$ cat config.mk
export PLATFORM = sky130hd
export DESIGN_NAME = pipelined_adder_flat
export DESIGN_NICKNAME = d
export VERILOG_FILES = /design/src/rtl/pipelined_adder_if.sv /design/src/rtl/pipelined_adder.sv /design/src/flat_wrapper.sv
export SDC_FILE = /design/constraint.sdc
export NUM_CORES = 1
export LEC_CHECK = 0
export ABC_CLOCK_PERIOD_IN_PS = 2800
export CORE_ASPECT_RATIO = 1.1
export CORE_MARGIN = 2
export CORE_UTILIZATION = 30
export CTS_BUF_LIST = sky130_fd_sc_hd__clkbuf_16
export DETAILED_ROUTE_END_ITERATION = 12
export DONT_BUFFER_PORTS = 1
export SLEW_MARGIN = 10
export SYNTH_ARGS = -nofsm -noshare
export SYNTH_HDL_FRONTEND = slang
export SYNTH_SLANG_ARGS = --single-unit
$ cat constraint.sdc
create_clock -name clk -period 2.8 [get_ports clk]
set_input_delay 0.28 -clock clk [delete_from_list [all_inputs] [get_ports clk]]
set_output_delay 0.28 -clock clk [all_outputs]
set_load 0.03 [all_outputs]
$ cat src/rtl/pipelined_adder_if.sv
// pipelined_adder_if: valid/ready operand and result bus for pipelined_adder.
// The ovf signal exists only when ADDER_OVF_FLAG_EN is defined.
interface pipelined_adder_if #(parameter int WIDTH = 8);
    logic             in_valid;
    logic             in_ready;
    logic [WIDTH-1:0] a;
    logic [WIDTH-1:0] b;
    logic             cin;
    logic             out_valid;
    logic             out_ready;
    logic [WIDTH-1:0] sum;
    logic             cout;
`ifdef ADDER_OVF_FLAG_EN
    logic             ovf;
`endif

    modport master (
        output in_valid, a, b, cin, out_ready,
        input  in_ready, out_valid, sum, cout
`ifdef ADDER_OVF_FLAG_EN
        , input ovf
`endif
    );

    modport slave (
        input  in_valid, a, b, cin, out_ready,
        output in_ready, out_valid, sum, cout
`ifdef ADDER_OVF_FLAG_EN
        , output ovf
`endif
    );
endinterface

$ cat src/rtl/pipelined_adder.sv
// pipelined_adder: WIDTH-bit a+b+cin split into STAGES registered carry chunks with valid/ready flow.
// Define ADDER_OVF_FLAG_EN to add the signed-overflow output ovf.
module pipelined_adder #(
    parameter int WIDTH  = 8,
    parameter int STAGES = 2
) (
    input logic               clk,
    input logic               rst_n,
    pipelined_adder_if.slave  bus
);
    localparam int CHUNK = WIDTH / STAGES;

    logic [STAGES-1:0] en;

    for (genvar k = 0; k < STAGES; k++) begin : g_stage
        localparam int BW = WIDTH - k * CHUNK;
        // r holds summed low chunks and the still-unsummed high chunks of a
        logic [WIDTH-1:0] r_i, r_n, rq;
        logic [BW-1:0]    b_i;
        logic [CHUNK:0]   add;
        logic             c_i, vin, vq, cq;
        if (k == 0) begin : g_head
            assign r_i = bus.a;
            assign b_i = bus.b;
            assign c_i = bus.cin;
            assign vin = bus.in_valid;
        end else begin : g_tail
            assign r_i = g_stage[k-1].rq;
            assign b_i = g_stage[k-1].g_mid.bq;
            assign c_i = g_stage[k-1].cq;
            assign vin = g_stage[k-1].vq;
        end
        assign add = {1'b0, r_i[k*CHUNK +: CHUNK]} + {1'b0, b_i[CHUNK-1:0]} + {{CHUNK{1'b0}}, c_i};
        always_comb begin
            r_n = r_i;
            r_n[k*CHUNK +: CHUNK] = add[CHUNK-1:0];
        end
        always_ff @(posedge clk or negedge rst_n) begin
            if (!rst_n) vq <= 1'b0;
            else if (en[k]) vq <= vin;
        end
        if (k < STAGES - 1) begin : g_mid
            logic [BW-CHUNK-1:0] bq;
            assign en[k] = !vq | en[k+1];
            always_ff @(posedge clk) begin
                if (en[k] & vin) begin
                    rq <= r_n;
                    cq <= add[CHUNK];
                    bq <= b_i[BW-1:CHUNK];
                end
            end
        end else begin : g_last
            assign en[k] = !vq | bus.out_ready;
`ifdef ADDER_OVF_FLAG_EN
            logic ovq;
            always_ff @(posedge clk or negedge rst_n) begin
                if (!rst_n) ovq <= 1'b0;
                else if (en[k] & vin) ovq <= (r_i[WIDTH-1] == b_i[CHUNK-1]) & (r_n[WIDTH-1] != r_i[WIDTH-1]);
            end
`endif
            always_ff @(posedge clk or negedge rst_n) begin
                if (!rst_n) begin
                    rq <= '0;
                    cq <= 1'b0;
                end else if (en[k] & vin) begin
                    rq <= r_n;
                    cq <= add[CHUNK];
                end
            end
        end
    end

    assign bus.in_ready  = en[0];
    assign bus.out_valid = g_stage[STAGES-1].vq;
    assign bus.sum       = g_stage[STAGES-1].rq;
    assign bus.cout      = g_stage[STAGES-1].cq;
`ifdef ADDER_OVF_FLAG_EN
    assign bus.ovf       = g_stage[STAGES-1].g_last.ovq;
`endif
endmodule

$ cat src/flat_wrapper.sv
// flat-port wrapper written by rule: the top's interface ports become plain ports
module pipelined_adder_flat 
#(
    parameter int WIDTH  = 8,
    parameter int STAGES = 2
)
  (clk, rst_n, bus_in_valid, bus_a, bus_b, bus_cin, bus_out_ready, bus_in_ready, bus_out_valid, bus_sum, bus_cout);
  pipelined_adder_if #(.WIDTH(WIDTH)) bus_i ();
  input logic clk;
  input logic rst_n;
  input wire logic [$bits(bus_i.in_valid)-1:0] bus_in_valid;
  input wire logic [$bits(bus_i.a)-1:0] bus_a;
  input wire logic [$bits(bus_i.b)-1:0] bus_b;
  input wire logic [$bits(bus_i.cin)-1:0] bus_cin;
  input wire logic [$bits(bus_i.out_ready)-1:0] bus_out_ready;
  output wire logic [$bits(bus_i.in_ready)-1:0] bus_in_ready;
  output wire logic [$bits(bus_i.out_valid)-1:0] bus_out_valid;
  output wire logic [$bits(bus_i.sum)-1:0] bus_sum;
  output wire logic [$bits(bus_i.cout)-1:0] bus_cout;
  assign bus_i.in_valid = bus_in_valid;
  assign bus_i.a = bus_a;
  assign bus_i.b = bus_b;
  assign bus_i.cin = bus_cin;
  assign bus_i.out_ready = bus_out_ready;
  assign bus_in_ready = bus_i.in_ready;
  assign bus_out_valid = bus_i.out_valid;
  assign bus_sum = bus_i.sum;
  assign bus_cout = bus_i.cout;
  pipelined_adder #(.WIDTH(WIDTH), .STAGES(STAGES)) u_core (.clk(clk), .rst_n(rst_n), .bus(bus_i));
endmodule
==> flow_summary.json, run 1 <==
{
  "clockRootBuffer": "clkbuf_16",
  "cts_max_level": 1,
  "grt_max_degree": 14,
  "critPathKind": "reg -> reg",
  "cp_num_cells": 3,
  "num_rows": 23,
  "crit_start": "u_core.bus.out_valid",
  "syn-mean-instance-area_um2": 14.30,
  "drv_cap": 0,
  "p_int_w": 0.0006698,
  "drc": 0,
  "synth.most_common_cell": "edfxtp_1",
  "cts_tree": "done",
  "antenna_cells": 0,
  "cts_inserted_buffers": 3,
  "worstMarginPinSlew_ns": 0.5683,
  "postSynthCellCount": 77,
  "place.gp.congestion": 0.6690,
  "critPathArrivalTime_ns": 1.88,
  "antenna_left": 0,
  "whs_ns": 0.1218,
  "timing.final.max_slew_violations": 0,
  "r2r-end": "u_core.g_stage[0].g_mid.bq[3]",
  "initial_core_util_pct": 30.86,
  "yosys-top-cells-count": "edfxtp_1 (13), dfrtp_1 (11), inv_1 (8)",
  "ys_seq_area_share_pct": 60.45,
  "crit_end": "u_core.g_stage[0].g_mid.bq[3]",
  "max_freq_ghz": 0.5026,
  "port_buffers": 0,
  "antenna_found_initial": 0,
  "setup_tns_ns": 0,
  "clk_pin_slew_ns": 0.06,
  "ys_seq_elements": 24,
  "rsz0062_at_grt": "no",
  "cts_setup_buffers": 0,
  "setup_viol": 0,
  "grt_pass1_wl_mm": 2.539,
  "highest_layer": "met4",
  "p_sw_w": 0.0002596,
  "dieArea_um2": 4171,
  "post_cts_resized": 0,
  "finalHoldViolations": 0,
  "core-area_um2": 3568,
  "cp_max_fo": 13,
  "worstHoldPathType": "in -> reg",
  "wl_met2_um": 747,
  "grt_overflow": 0,
  "critical_path_required_ns": 2.69,
  "drt_first_pass_iters": 4,
  "power.share.clock_pct": 32.0,
  "syn_to_final_growth_pct": 13.75,
  "slew_headroom_pct": 62.12,
  "worstSkewPairLatency_ns": 0.25,
  "routedWlPerCell_um": 12.39,
  "final.period_utilization_pct": 71.06,
  "vias_per_cell": 4.341,
  "status": "complete, no violations",
  "cp_num_buf_inv": 0,
  "vdd_drop_max_v": 0.0002950,
  "synth.distinct_cells": 23,
  "cpMaxStageDelayCell": "and2_1",
  "end_kind": "register",
  "r2r.worst_path.cells": 3,
  "switching_share_pct": 27.93,
  "grt_pass1_vias": 571,
  "rrSetupSlack_ns": 0.81,
  "num_io_pins": 32,
  "async_reset_ff_share_pct": 45.83,
  "synth_area_um2": 1101,
  "drtIter0Drc": 19,
  "crit_chain": "and2b_1 -> nand2_1 -> and2_1",
  "yosysTopAreaCellShare_pct": 35.45,
  "seqPwrFrac_pct": 56.6,
  "die_width_um": 61.76,
  "leakagePower_nw": 0.5150,
  "vias": 573,
  "drive_gt1_share_pct": 12.20,
  "slowest_delay_ns": 0.55,
  "p_comb_share_pct": 11.4,
  "cts.sink_count": 24,
  "nets": 114,
  "cp-start-kind": "register",
  "synth_edf_count": 13,
  "synth.net_count": 108,
  "wl_met1_um": 681,
  "hpwl_mm": 1.316,
  "routed_wl_mm": 1.635,
  "cpLargestDelayFamily": "simple AND/OR/NAND/NOR gates",
  "min_period_ns": 1.990,
  "cellPowerDensity_nw_per_um2": 742.0,
  "die_h_um": 67.54,
  "r2r-start": "u_core.bus.out_valid",
  "clock_path_buffers": 2,
  "ys_top_cells_by_area": "edfxtp_1 (35%), dfrtp_1 (25%), fa_1 (7.3%)",
  "ys_warn_count": 0,
  "yosysTopAreaCell": "edfxtp_1",
  "wl_met3_um": 179,
  "ys.flop_type": "edfxtp_1",
  "grt.total_usage_pct": 8.551,
  "skew_ns": 0.004155
}
[worst register-to-register path, stage by stage, from the launching register on]
cell     delay (ns)
dfrtp_1        0.52
and2b_1        0.27
nand2_1        0.29
and2_1         0.55
[kinds of logic after synthesis]
logic type / after synthesis / synth area share, %
compound gates: 14 / 7.046
xor+xnor: 3 / 2.387
fa+ha+maj: 10 / 14.09
buf+inv: 8 / 2.727
flops: 24 / 60.45
mux: 5 / 5.113
simple gates: 13 / 8.181
[how the worst min path moves through the flow]
stage          startpoint                            end  slack (ns)  cells past startpoint
2_1_floorplan       rst_n                u_core.bus.cout       -0.02                      0
3_3_place_gp        rst_n           u_core.bus.out_valid       -0.02                      0
3_5_place_dp        rst_n              u_core.bus.sum[5]       -0.02                      0
4_1_cts          bus_b[4]  u_core.g_stage[0].g_mid.bq[0]        0.12                      0
5_1_grt          bus_b[4]  u_core.g_stage[0].g_mid.bq[0]        0.11                      0
6_report         bus_b[4]  u_core.g_stage[0].g_mid.bq[0]        0.12                      0
[sequential cells by signal, indices dropped and copies added (netlist names)]
name                     cells
u_core.g_stage.rq            8
u_core.g_stage.cq            1
u_core.bus.out_valid         1
u_core.g_stage.g_mid.bq      4
u_core.g_stage.vq            1
u_core.bus.sum               8
u_core.bus.cout              1
[power by group through the flow]
stage,logic (W),clock network [W],registers (W)
final,0.000106,0.000297,0.000526
after global routing,0.000123,0.000327,0.000534
after CTS,0.000109,0.000304,0.000527
after detailed placement,0.000103,0,0.000534
after global placement,0.000101,0,0.000531
after floorplan,0.0000851,0,0.000523
[placed cells by master, fill, tap and decap left out]
cell type      count
o31ai_1            1
and2_1             1
clkbuf_16          3
edfxtp_1          13
nor3_1             1
ha_1               6
a21o_1             1
nor2b_1            2
xor2_1             1
a21boi_0           1
nand2_1            2
a21oi_1            4
nand2_4            1
fa_1               4
dlygate4sd3_1      1
clkinv_1           1
dfrtp_1           11
and2b_1            1
nand2b_1           2
o21ai_0            7
and3b_1            1
nand2b_4           1
nand3_1            1
mux2_2             5
inv_1              8
xnor2_1            2
[layer usage]
layer | track usage [%] | vias to the layer above
met4 | 4.787 | 0
li1 | - | 275
met1 | 10.56 | 271
met2 | 12.11 | 25
met5 | 0 | -
met3 | 4.023 | 2
[metrics by stage]
| stage | instance area, um^2 | power, W | std cells | util (%) | setup slack (ns) |
|---|---|---|---|---|---|
| after global routing | 1252 | 0.0009843 | 132 | 35.10 | 0.7131 |
| after global placement | 1164 | 0.0006316 | 127 | 32.61 | 0.8310 |
| after CTS | 1252 | 0.0009396 | 132 | 35.10 | 0.7762 |
| after floorplan | 1101 | 0.0006077 | 77 | - | 0.9851 |
| final | 1252 | 0.0009294 | 132 | 35.10 | 0.8102 |
| after detailed placement | 1164 | 0.0006367 | 127 | 32.61 | 0.7903 |
[area by class of cell]
cell class / instances / area [um^2]
Fill cell: 362 / 2316
Sequential cell: 24 / 665.6
Multi-Input combinational cell: 45 / 405.4
Clock buffer: 3 / 75.07
Tap cell: 50 / 62.56
Inverter: 8 / 30.03
Timing Repair Buffer: 1 / 10.01
Clock inverter: 1 / 3.754
[repair_timing]
| action | in CTS | in global routing |
|---|---|---|
| endpoints found under the setup margin | 0 | 0 |
| hold buffers | 1 | 0 |
| hold endpoints to repair | 11 | 0 |
Power figures use the tool's default switching activity.
==> run 2, diff against run 1 <==
--- a/config.mk
+++ b/config.mk
@@ -5,7 +5,7 @@
 export SDC_FILE = /design/constraint.sdc
 export NUM_CORES = 1
 export LEC_CHECK = 0
-export ABC_CLOCK_PERIOD_IN_PS = 2800
+export ABC_CLOCK_PERIOD_IN_PS = 1700
 export CORE_ASPECT_RATIO = 1.1
 export CORE_MARGIN = 2
 export CORE_UTILIZATION = 30
==> constraint.sdc (replaced) <==
create_clock -name clk -period 1.7 [get_ports clk]
set_input_delay 0.17 -clock clk [delete_from_list [all_inputs] [get_ports clk]]
set_output_delay 0.17 -clock clk [all_outputs]
set_load 0.03 [all_outputs]
==> flow_summary.json, run 2 (synthesis results as in run 1) <==
{
  "r2r-end": "u_core.bus.sum[5]",
  "holdPathEnd": "u_core.g_stage[0].rq[6]",
  "num_io_pins": 32,
  "core-area_um2": 3568,
  "place.gp.congestion": 0.7215,
  "vias_per_cell": 4.373,
  "clk_pin_slew_ns": 0.06,
  "min_period_ns": 1.564,
  "worstMarginPinSlew_ns": 0.4876,
  "leakagePower_nw": 0.5246,
  "grt_pass1_wl_mm": 2.553,
  "routedWlPerCell_um": 12.30,
  "clock_path_buffers": 2,
  "slew_headroom_pct": 67.38,
  "drive_gt1_share_pct": 15.48,
  "crit_chain": "fa_1 -> inv_1 -> fa_1 -> o21ai_0",
  "grt_pass1_vias": 599,
  "r2r.worst_path.cells": 4,
  "drt_first_pass_iters": 2,
  "timing.final.max_slew_violations": 0,
  "seqPwrFrac_pct": 56.0,
  "final.period_utilization_pct": 92.01,
  "grt_overflow": 0,
  "num_rows": 23,
  "p_int_w": 0.001108,
  "path_common_cell": "fa_1",
  "antenna_cells": 0,
  "nets": 116,
  "hold_start": "bus_a[6]",
  "antenna_left": 0,
  "placed_cells": 129,
  "p_comb_share_pct": 12.1,
  "cts.sink_count": 24,
  "switching_share_pct": 27.78,
  "initial_core_util_pct": 30.86,
  "p_sw_w": 0.0004261,
  "syn_to_final_growth_pct": 15.23,
  "worstSkewPairLatency_ns": 0.25,
  "critPathArrivalTime_ns": 1.74,
  "setup_viol": 0,
  "cts_inserted_buffers": 3,
  "cp-start-kind": "register",
  "skew_ns": 0.002170,
  "rrSetupSlack_ns": 0.14,
  "end_kind": "register",
  "slowest_delay_ns": 0.45,
  "drtIter0Drc": 18,
  "die_width_um": 61.76,
  "antenna_found_initial": 0,
  "max_freq_ghz": 0.6393,
  "post_cts_resized": 0,
  "mostFrequentLayoutCell": "edfxtp_1",
  "layout_common_cells": "edfxtp_1 (13), dfrtp_1 (11), inv_1 (8)",
  "port_buffers": 0,
  "grt_max_degree": 14,
  "r2r-start": "u_core.g_stage[0].g_mid.bq[0]",
  "drv_cap": 0,
  "drc": 0,
  "rsz0062_at_grt": "no",
  "hpwl_mm": 1.315,
  "critical_path_required_ns": 1.87,
  "worstHoldPathType": "in -> reg",
  "cp_max_fo": 2,
  "setup_tns_ns": 0,
  "grt.total_usage_pct": 8.532,
  "finalHoldViolations": 0,
  "cts_tree": "done",
  "cpMaxStageDelayCell": "fa_1",
  "clockRootBuffer": "clkbuf_16",
  "vias": 586,
  "dieArea_um2": 4171,
  "power.share.clock_pct": 32.0,
  "whs_path_depth": 0,
  "routed_wl_mm": 1.648,
  "status": "complete, no violations",
  "stdcell_count": 134,
  "vdd_drop_max_v": 0.0003969,
  "cellPowerDensity_nw_per_um2": 1209,
  "critPathKind": "reg -> reg",
  "cts_max_level": 1,
  "die_h_um": 67.54
}
run 2: changes by cell type in the layout (fill, tap and decap cells not counted):
cell	delta
and2_2	+1
and2_1	-1
buf_4	+2
run 2: stage by stage:
stage / area (um^2) / worst slack, ns / utilization (%) / hold WS (ns) / total power (W)
after global routing: 1269 / 0.02717 / 35.55 / 0.003702 / 0.001613
after floorplan: 1102 / 0.02302 / - / -0.1256 / 0.001001
after CTS: 1269 / 0.1144 / 35.55 / 0.009272 / 0.001559
after detailed placement: 1180 / 0.1418 / 33.06 / -0.1253 / 0.001055
final: 1269 / 0.1357 / 35.55 / 0.01356 / 0.001534
after global placement: 1180 / 0.1821 / 33.06 / -0.1253 / 0.001046
run 2: worst max-delay path, delay by kind of cell, from the launching register on:
family	cells	cell delay [ns]
flip-flops	1	0.39
AO/OA/AOI/OAI	1	0.15
adder cells (fa/ha/maj)	2	0.85
buffers and inverters	1	0.09
run 2: worst max-delay path by stage:
| stage | to | slack, ns | startpoint | cells past startpoint |
|---|---|---|---|---|
| after global routing | u_core.bus.sum[5] | 0.03 | u_core.g_stage[0].g_mid.bq[0] | 4 |
| after detailed placement | u_core.bus.sum[5] | 0.14 | u_core.g_stage[0].g_mid.bq[0] | 4 |
| after floorplan | u_core.g_stage[0].cq | 0.02 | u_core.bus.out_valid | 3 |
| after global placement | u_core.bus.sum[5] | 0.18 | u_core.g_stage[0].g_mid.bq[0] | 4 |
| after CTS | u_core.bus.sum[5] | 0.11 | u_core.g_stage[0].g_mid.bq[0] | 4 |
| final | u_core.bus.sum[5] | 0.14 | u_core.g_stage[0].g_mid.bq[0] | 4 |
run 2: final cells by class:
class                      instances  area, um^2
fill                             376        2300
multi-input combinational         45       406.6
clock inverter                     1       3.754
tap                               50       62.56
sequential                        24       665.6
inverter                           8       30.03
timing repair buffer               3       25.02
clock buffer                       3       75.07
run 2: power groups by stage:
| stage | combinational, W | sequential [W] | clock (W) |
|---|---|---|---|
| final | 0.000185 | 0.000858 | 0.000491 |
| after global routing | 0.000214 | 0.000871 | 0.000529 |
| after CTS | 0.000191 | 0.000861 | 0.000507 |
| after detailed placement | 0.000182 | 0.000872 | 0 |
| after global placement | 0.000178 | 0.000868 | 0 |
| after floorplan | 0.000141 | 0.000861 | 0 |
run 2: routing by layer:
| metal | part of all wire (%) | GRT usage, % | routed length, um | up-vias |
|---|---|---|---|---|
| li1 | - | - | - | 280 |
| met1 | 37 | 9.069 | 613 | 279 |
| met2 | 48 | 13.82 | 799 | 25 |
| met3 | 13 | 3.831 | 208 | 2 |
| met4 | 1.6 | 4.787 | 26 | 0 |
| met5 | 0 | 0 | 0 | - |
run 2: what timing repair did:
item | 4_1_cts | 5_1_grt
buffers inserted | 0 | 0
endpoints found under the hold margin | 11 | 0
hold buffers | 1 | 0
==> run 3, diff against run 2 <==
--- a/config.mk
+++ b/config.mk
@@ -5,6 +5,7 @@
 export SDC_FILE = /design/constraint.sdc
 export NUM_CORES = 1
 export LEC_CHECK = 0
+export ABC_AREA = 1
 export ABC_CLOCK_PERIOD_IN_PS = 1700
 export CORE_ASPECT_RATIO = 1.1
 export CORE_MARGIN = 2
==> flow_summary.json, run 3 <==
{
  "yosys-top-cells-count": "nand2_1 (29), edfxtp_1 (13), dfrtp_1 (11), inv_1 (11), ha_1 (6)",
  "highest_layer": "met4",
  "yosysTopAreaCellShare_pct": 35.02,
  "finalHoldViolations": 0,
  "drt_first_pass_iters": 4,
  "hold_start": "bus_b[4]",
  "leakagePower_nw": 0.6121,
  "r2r-end": "u_core.bus.sum[5]",
  "synthSimpleGateAreaFrac_pct": 15.04,
  "synth_xor_area_share_pct": 2.357,
  "drv_cap": 0,
  "grt_overflow": 0,
  "num_io_pins": 32,
  "synth.net_count": 127,
  "vdd_drop_max_v": 0.0003587,
  "cts_tree": "done",
  "ys_seq_area_share_pct": 59.71,
  "cp-start-kind": "register",
  "antenna_found_initial": 0,
  "layout_common_cells": "nand2_1 (29), edfxtp_1 (13), inv_1 (12)",
  "worstSkewPairLatency_ns": 0.25,
  "critPathKind": "reg -> reg",
  "hpwl_mm": 1.352,
  "dieArea_um2": 4220,
  "fillCellCount": 366,
  "antenna_cells": 0,
  "end_kind": "register",
  "slew_headroom_pct": 68.38,
  "nets": 141,
  "whs_path_depth": 0,
  "antenna_left": 0,
  "skew_ns": 0.003423,
  "wl_met1_um": 722,
  "status": "complete, no violations",
  "synth.distinct_cells": 17,
  "synth_area_um2": 1115,
  "worstMarginPinSlew_ns": 0.4727,
  "port_buffers": 0,
  "r2r.worst_path.cells": 4,
  "num_rows": 23,
  "core-area_um2": 3597,
  "clock_path_buffers": 2,
  "syn_to_final_growth_pct": 20.20,
  "grt_pass1_wl_mm": 2.953,
  "place.gp.congestion": 0.7168,
  "setup_viol": 0,
  "synth_top_family_by_area": "simple AND/OR/NAND/NOR gates",
  "rsz0062_at_grt": "no",
  "wl_met3_um": 175,
  "timing.final.max_slew_violations": 0,
  "synth.most_common_cell": "nand2_1",
  "min_period_ns": 1.584,
  "critPathArrivalTime_ns": 1.77,
  "setup_tns_ns": 0,
  "cellPowerDensity_nw_per_um2": 1274,
  "vias_per_cell": 4.252,
  "ys_warn_count": 0,
  "synth_edf_count": 13,
  "cts_setup_buffers": 0,
  "final.period_utilization_pct": 93.20,
  "placed_cells": 147,
  "synth-adder-area-share_pct": 13.92,
  "die_width_um": 62.12,
  "drive_gt1_share_pct": 10.09,
  "multi_input_area_um2": 392.9,
  "vias": 676,
  "clk_pin_slew_ns": 0.06,
  "ys_top_cells_by_area": "edfxtp_1 (35%), dfrtp_1 (25%), nand2_1 (9.8%)",
  "ys_seq_elements": 24,
  "grt_max_degree": 14,
  "async_reset_ff_share_pct": 45.83,
  "initial_core_util_pct": 30.99,
  "worstHoldPathType": "in -> reg",
  "stdcell_count": 159,
  "wl_met2_um": 898,
  "seqCellArea_um2": 665.6,
  "syn-mean-instance-area_um2": 11.61,
  "yosysTopAreaCell": "edfxtp_1",
  "ys.flop_type": "edfxtp_1",
  "cts_max_level": 1,
  "routed_wl_mm": 1.814,
  "postSynthCellCount": 96,
  "synth_compound_area_share_pct": 3.928,
  "routedWlPerCell_um": 11.41,
  "clockRootBuffer": "clkbuf_16",
  "drc": 0,
  "grt.total_usage_pct": 9.210,
  "cts.sink_count": 24,
  "max_freq_ghz": 0.6312,
  "cp_max_fo": 2,
  "grt_pass1_vias": 680,
  "holdPathEnd": "u_core.g_stage[0].g_mid.bq[0]",
  "rrSetupSlack_ns": 0.12,
  "critical_path_required_ns": 1.89,
  "r2r-start": "u_core.g_stage[0].g_mid.bq[0]",
  "mostFrequentLayoutCell": "nand2_1",
  "drtIter0Drc": 21,
  "cts_inserted_buffers": 3,
  "synth_mux_area_share_pct": 0,
  "die_h_um": 67.94
}
==> run 3: changes by cell type after synthesis, sizes merged, moves of 2 or more <==
cell    before  now
nand2        3   32
nand3        1    6
inv          8   12
o21ai        7    4
mux2         5    0
nor2b        2    0
nand2b       3    0
==> run 3: worst max-delay path: stages, from the launching register on <==
cell and delay, ns:
edfxtp_1 0.39, fa_1 0.47, inv_1 0.10, fa_1 0.42, o21ai_2 0.13
==> run 3: how the worst max path moves through the flow <==
stage,start,end,slack (ns)
floorplan,u_core.bus.out_valid,u_core.g_stage[0].cq,0.09
global placement,u_core.g_stage[0].g_mid.bq[0],u_core.bus.sum[5],0.16
detailed placement,u_core.g_stage[0].g_mid.bq[0],u_core.bus.sum[5],0.11
CTS,u_core.g_stage[0].g_mid.bq[0],u_core.bus.sum[5],0.1
global route,u_core.g_stage[0].g_mid.bq[0],u_core.bus.sum[5],0.05
finish,u_core.g_stage[0].g_mid.bq[0],u_core.bus.sum[5],0.12
==> run 3: routing by layer <==
metal	track usage [%]	up-vias
met4	6.667	0
met3	4.441	2
met2	15.63	30
met1	9.034	307
met5	0	-
li1	-	337
==> run 3: final cells by class <==
cell class                      count  share of cell area, %
Clock buffer                        3                  5.602
Multi-Input combinational cell     59                  29.32
Timing Repair Buffer               10                  7.096
Sequential cell                    24                  49.67
Inverter                           12                  3.361
Tap cell                           50                  4.669
Clock inverter                      1                 0.2801
==> run 3: where the power goes <==
group	internal (W)	switching [W]
combinational	0.000110	0.000161
sequential	0.000733	0.000215
clock	0.000313	0.000176
total	0.00116	0.000552
==> run 3: cells by family after synthesis <==
kind of cell	after synthesis
AND/OR/NAND/NOR	38
flip-flops	24
buffers and inverters	13
adder cells (fa/ha/maj)	10
AO/OA/AOI/OAI	8
XOR/XNOR	3
==> run 3: metrics by stage <==
step | worst slack, ns | instance area, um^2 | hold slack (ns) | util (%) | total power, W
after detailed placement | 0.1143 | 1181 | -0.1253 | 32.83 | 0.001214
after CTS | 0.09724 | 1270 | 0.004161 | 35.30 | 0.001718
after global placement | 0.1608 | 1181 | -0.1254 | 32.83 | 0.001200
after floorplan | 0.09340 | 1115 | -0.1256 | - | 0.001149
after global routing | 0.05183 | 1340 | 0.001318 | 37.25 | 0.001807
final | 0.1156 | 1340 | 0.01263 | 37.25 | 0.001707
==> run 3: what timing repair did <==
action                                  CTS  global route
hold endpoints to repair                 11             7
gates resized for setup                   0             0
hold buffers                              1             7
endpoints found under the setup margin    0             0
